<file path="config.mk">
export PLATFORM = sky130hd
export DESIGN_NAME = dm_arbiter
export DESIGN_NICKNAME = d
export VERILOG_FILES = /design/src/rtl/dm_arbiter.sv
export SDC_FILE = /design/constraint.sdc
export NUM_CORES = 1
export LEC_CHECK = 0
export ABC_AREA = 1
export ABC_CLOCK_PERIOD_IN_PS = 3200
export BUFFER_PORTS_ARGS = -buffer_cell sky130_fd_sc_hd__buf_4
export CAP_MARGIN = 20
export CORE_ASPECT_RATIO = 0.6
export CORE_MARGIN = 10
export CORE_UTILIZATION = 47
export DETAILED_ROUTE_END_ITERATION = 6
export GPL_ROUTABILITY_DRIVEN = 1
export PLACE_DENSITY = 0.88
export SLEW_MARGIN = 15
export SYNTH_ARGS = -nofsm -noshare
export SYNTH_HDL_FRONTEND = slang
export SYNTH_SLANG_ARGS = --single-unit
</file>
<file path="constraint.sdc">
create_clock -name clk -period 3.2 [get_ports clk]
set_input_delay 0.16 -clock clk [delete_from_list [all_inputs] [get_ports clk]]
set_output_delay 0.16 -clock clk [all_outputs]
set_load 0.05 [all_outputs]
</file>
<file path="src/rtl/dm_arbiter.sv">
// Arbitrates the single-port data memory between the MEM-stage cpu port and the dbg loader port.
// Default: cpu priority with a starvation counter; `define DM_ARB_RR_EN for round-robin instead.
module dm_arbiter #(
  parameter int MAX_WAIT = 4,
  parameter int AW       = 7
) (
  input  logic          clk,
  input  logic          rst,
  input  logic          cpu_rd,
  input  logic          cpu_wr,
  input  logic [AW-1:0] cpu_addr,
  input  logic [31:0]   cpu_wdata,
  output logic [31:0]   cpu_rdata,
  output logic          cpu_stall,
  input  logic          dbg_req,
  input  logic          dbg_we,
  input  logic [AW-1:0] dbg_addr,
  input  logic [31:0]   dbg_wdata,
  output logic          dbg_ack,
  output logic [31:0]   dbg_rdata,
  output logic [AW-1:0] dm_addr,
  output logic          dm_rd,
  output logic          dm_wr,
  output logic [31:0]   dm_wdata,
  input  logic [31:0]   dm_rdata
);

  logic        cpu_req, dbg_pend, cpu_grant, dbg_grant;
  logic [31:0] cpu_rdata_q, cpu_rdata_d, dbg_rdata_q, dbg_rdata_d;
  logic        dbg_ack_q, dbg_ack_d;

  assign cpu_req  = cpu_rd | cpu_wr;
  // dbg_req is still held during its ack cycle; that cycle must not re-grant the same request.
  assign dbg_pend = dbg_req & ~dbg_ack_q;

`ifdef DM_ARB_RR_EN
  logic last_grant_q, last_grant_d;  // 0 = cpu, 1 = dbg

  always_comb begin
    cpu_grant    = 1'b0;
    dbg_grant    = 1'b0;
    last_grant_d = last_grant_q;
    if (cpu_req && dbg_pend) begin
      if (last_grant_q) cpu_grant = 1'b1;
      else              dbg_grant = 1'b1;
    end else if (cpu_req) begin
      cpu_grant = 1'b1;
    end else if (dbg_pend) begin
      dbg_grant = 1'b1;
    end
    if (dbg_grant)      last_grant_d = 1'b1;
    else if (cpu_grant) last_grant_d = 1'b0;
  end

  always_ff @(posedge clk) begin
    if (rst) last_grant_q <= 1'b0;
    else     last_grant_q <= last_grant_d;
  end
`else
  typedef enum logic {CPU_PRI, DBG_FORCE} state_e;
  localparam logic [3:0] MAX_W = 4'(MAX_WAIT);

  state_e     state_q, state_d;
  logic [3:0] wait_cnt_q, wait_cnt_d;

  always_comb begin
    cpu_grant  = 1'b0;
    dbg_grant  = 1'b0;
    state_d    = CPU_PRI;
    wait_cnt_d = 4'd0;
    if (state_q == DBG_FORCE && dbg_pend) dbg_grant = 1'b1;
    else if (cpu_req)                     cpu_grant = 1'b1;
    else if (dbg_pend)                    dbg_grant = 1'b1;
    // Count denied cycles; the cycle after the count reaches MAX_WAIT dbg is forced through.
    if (dbg_pend && !dbg_grant) begin
      wait_cnt_d = (wait_cnt_q >= MAX_W) ? MAX_W : wait_cnt_q + 4'd1;
      if (wait_cnt_d >= MAX_W) state_d = DBG_FORCE;
    end
  end

  always_ff @(posedge clk) begin
    if (rst) begin
      state_q    <= CPU_PRI;
      wait_cnt_q <= 4'd0;
    end else begin
      state_q    <= state_d;
      wait_cnt_q <= wait_cnt_d;
    end
  end
`endif

  always_comb begin
    dm_addr  = '0;
    dm_rd    = 1'b0;
    dm_wr    = 1'b0;
    dm_wdata = 32'd0;
    if (cpu_grant) begin
      dm_addr  = cpu_addr;
      dm_wr    = cpu_wr;
      dm_rd    = cpu_rd & ~cpu_wr;  // rd+wr together behaves as a write
      dm_wdata = cpu_wdata;
    end else if (dbg_grant) begin
      dm_addr  = dbg_addr;
      dm_wr    = dbg_we;
      dm_rd    = ~dbg_we;
      dm_wdata = dbg_wdata;
    end
  end

  always_comb begin
    cpu_rdata_d = cpu_rdata_q;
    dbg_rdata_d = dbg_rdata_q;
    dbg_ack_d   = dbg_grant;
    if (cpu_grant && cpu_rd && !cpu_wr) cpu_rdata_d = dm_rdata;
    if (dbg_grant && !dbg_we)           dbg_rdata_d = dm_rdata;
  end

  always_ff @(posedge clk) begin
    if (rst) begin
      cpu_rdata_q <= 32'd0;
      dbg_rdata_q <= 32'd0;
      dbg_ack_q   <= 1'b0;
    end else begin
      cpu_rdata_q <= cpu_rdata_d;
      dbg_rdata_q <= dbg_rdata_d;
      dbg_ack_q   <= dbg_ack_d;
    end
  end

  assign cpu_stall = cpu_req & ~cpu_grant;
  assign cpu_rdata = cpu_rdata_q;
  assign dbg_rdata = dbg_rdata_q;
  assign dbg_ack   = dbg_ack_q;

endmodule

</file>
==> results.cfg <==
[worst_setup_path]
r2r_setup_slack_ps = 1030
crit_fanout = 75
cp-start-kind = flip-flop
r2r_start = dbg_ack
r2r_end = cpu_rdata[3]
required_ps = 3040
worstRegToRegCells = 6
arrival_ps = 2150
endpoint_kind = output port
path_class = reg2out

[route]
vias = 4683
drtPass1Iterations = 5
wirelength_um = 15100
vias_per_cell = 5.07
drt_iter0_drc = 362
drc = 0
drtAntennaViolNets = 0
routedWlPerCell_um = 16.4

[yosys]
yosysTopAreaCellShare = 0.376
synth_commonest_cells = 142 x nand2_1, 111 x nand3_1, 102 x nor2_1
ys_seq_area_frac = 0.376
synth_ff_type = dfxtp_1
syn_area_per_cell_um2 = 6.04
yosysMostFrequentCell = nand2_1
async_flop_share = 0
synth_edf_count = 0
yosys_warnings = 0
syn_nets = 733
netlist_top_cells_area = dfxtp_1 38%, nand3_1 15%, nand2_1 14%, nor2_1 10%, inv_1 10%
synthCells = 616
synth_cell_types = 19
syn_area_mm2 = 0.00372
synth-seq-cells = 70
synth_area_leader_cell = dfxtp_1

[min_path]
min_from = rst
min_path_cells = 2
min_path_type = in2reg
whs_endpoint = dbg_ack

[cts]
ctsResizeCount = 0
insertion_delay_ps = 320
clock-root-buffer = clkbuf_16
postCtsHoldBufs = 0
htree_levels = 3
path_clk_slew_ps = 50
tritoncts = yes
postCtsSetupBuffers = 0
cts_sinks = 70
numCtsBuffers = 9
cts_buffer_depth = 2

[pwr]
p_per_area_mw_per_mm2 = 532
p_leak_nw = 3.22
ir_worst_vdd_uv = 354

[timing]
finalCritPeriodShare = 0.722
rsz0062_at_grt = false
setup_viol = 0
min_period_ps = 2310
slew_headroom = 0.312
skew_ps = 4.07
worst_slack_ps = 890
maxSlewViolCount = 0
finalHoldViolCount = 0
tightest_slew_ps = 1030
max_freq_ghz = 0.433
tns_ps = 0

[final_layout]
utilization = 0.740
finalNetCount = 927
antenna_cells = 0
stdcell_count = 923
syn2layout_area_growth_pct = 54.8
drive_above_1_share = 0.308

[floorplan]
coreArea_mm2 = 0.00779
dieArea_mm2 = 0.0120
rows = 25
die_x_um = 135
start_util = 0.478
io_pins = 223
die_y_um = 88.9

[placed_design]
place.gp.congestion = 0.884
hpwl_um = 11300
placed_cells = 907
preCtsSetupSlack_ps = 1050
io_buffers = 222

[global_route]
overflow = 0
antenna_found_initial = 0
track_usage = 0.241
grt_pass1_vias = 4552
grt_first_pass_wirelength_um = 23300
grt_max_degree = 76

[status]
status = finished, final reports clean

[run]
cap_violations = 0
==> sequential cells by signal, indices dropped and copies added (netlist names) <==
| name | flops |
|---|---|
| cpu_rdata | 32 |
| dbg_ack | 1 |
| dbg_rdata | 32 |
| state_q | 1 |
| wait_cnt_q | 4 |
==> metal layers <==
metal	track usage	vias up	wire, um
li1	-	2282	-
met1	0.269	2131	5720
met2	0.408	242	7220
met3	0.113	28	1860
met4	0.0659	0	299
met5	0	-	0
==> critical path, stage by stage (launching register included) <==
cell     delay [ps]
dfxtp_1         340
nor2_4          130
buf_4           620
nand2_1         270
o21ai_0         230
buf_4           230
==> layout make-up <==
cell class / instances / area, um^2
sequential: 70 / 1400
multi-input combinational: 397 / 1760
fill: 621 / 2030
inverter: 103 / 387
timing repair buffer: 229 / 1720
clock inverter: 6 / 134
clock buffer: 10 / 229
tap: 108 / 135
==> layout by cell type, fill, tap and decap left out, drive strengths merged <==
master and n:
a21oi 1, buf 229, bufinv 4, clkbuf 10, clkinv 3, conb 1
dfxtp 70, ha 1, inv 102, nand2 142, nand3 112, nand4 33
nor2 104, nor3 1, o21ai 2
==> kinds of logic after synthesis <==
| kind of cell | synth area share |
|---|---|
| AND/OR/NAND/NOR | 0.458 |
| buffers and inverters | 0.156 |
| flip-flops | 0.376 |
| AO/OA/AOI/OAI | 0.00504 |
| adder cells (fa/ha/maj) | 0.00336 |
| other | 0.00101 |
==> worst max-delay path by stage <==
stage                 start      endpoint  slack, ps  cells after the start
finish              dbg_ack         dm_wr        890                      5
global route        dbg_ack         dm_wr        740                      5
CTS                 dbg_ack         dm_rd        900                      6
detailed placement  dbg_ack  cpu_rdata[7]       1050                      6
global placement     cpu_rd  dm_wdata[21]       1170                      6
floorplan           dbg_ack         dm_wr        930                      4
==> report_power, final <==
group	internal (mW)	switching, mW
combinational	0.295	0.611
clock	0.840	0.365
sequential	0.923	0.0307
total	2.06	1.01
==> per-stage QoR <==
step	cell area [um^2]	hold WS [ps]	total power [mW]
after floorplan	3720	232	1.54
after global placement	5400	339	1.86
after detailed placement	5400	346	1.87
after CTS	5760	4.53	3.08
after global routing	5760	8.94	3.18
final	5760	13.5	3.06
No activity file was read; power rests on OpenSTA's default activity.
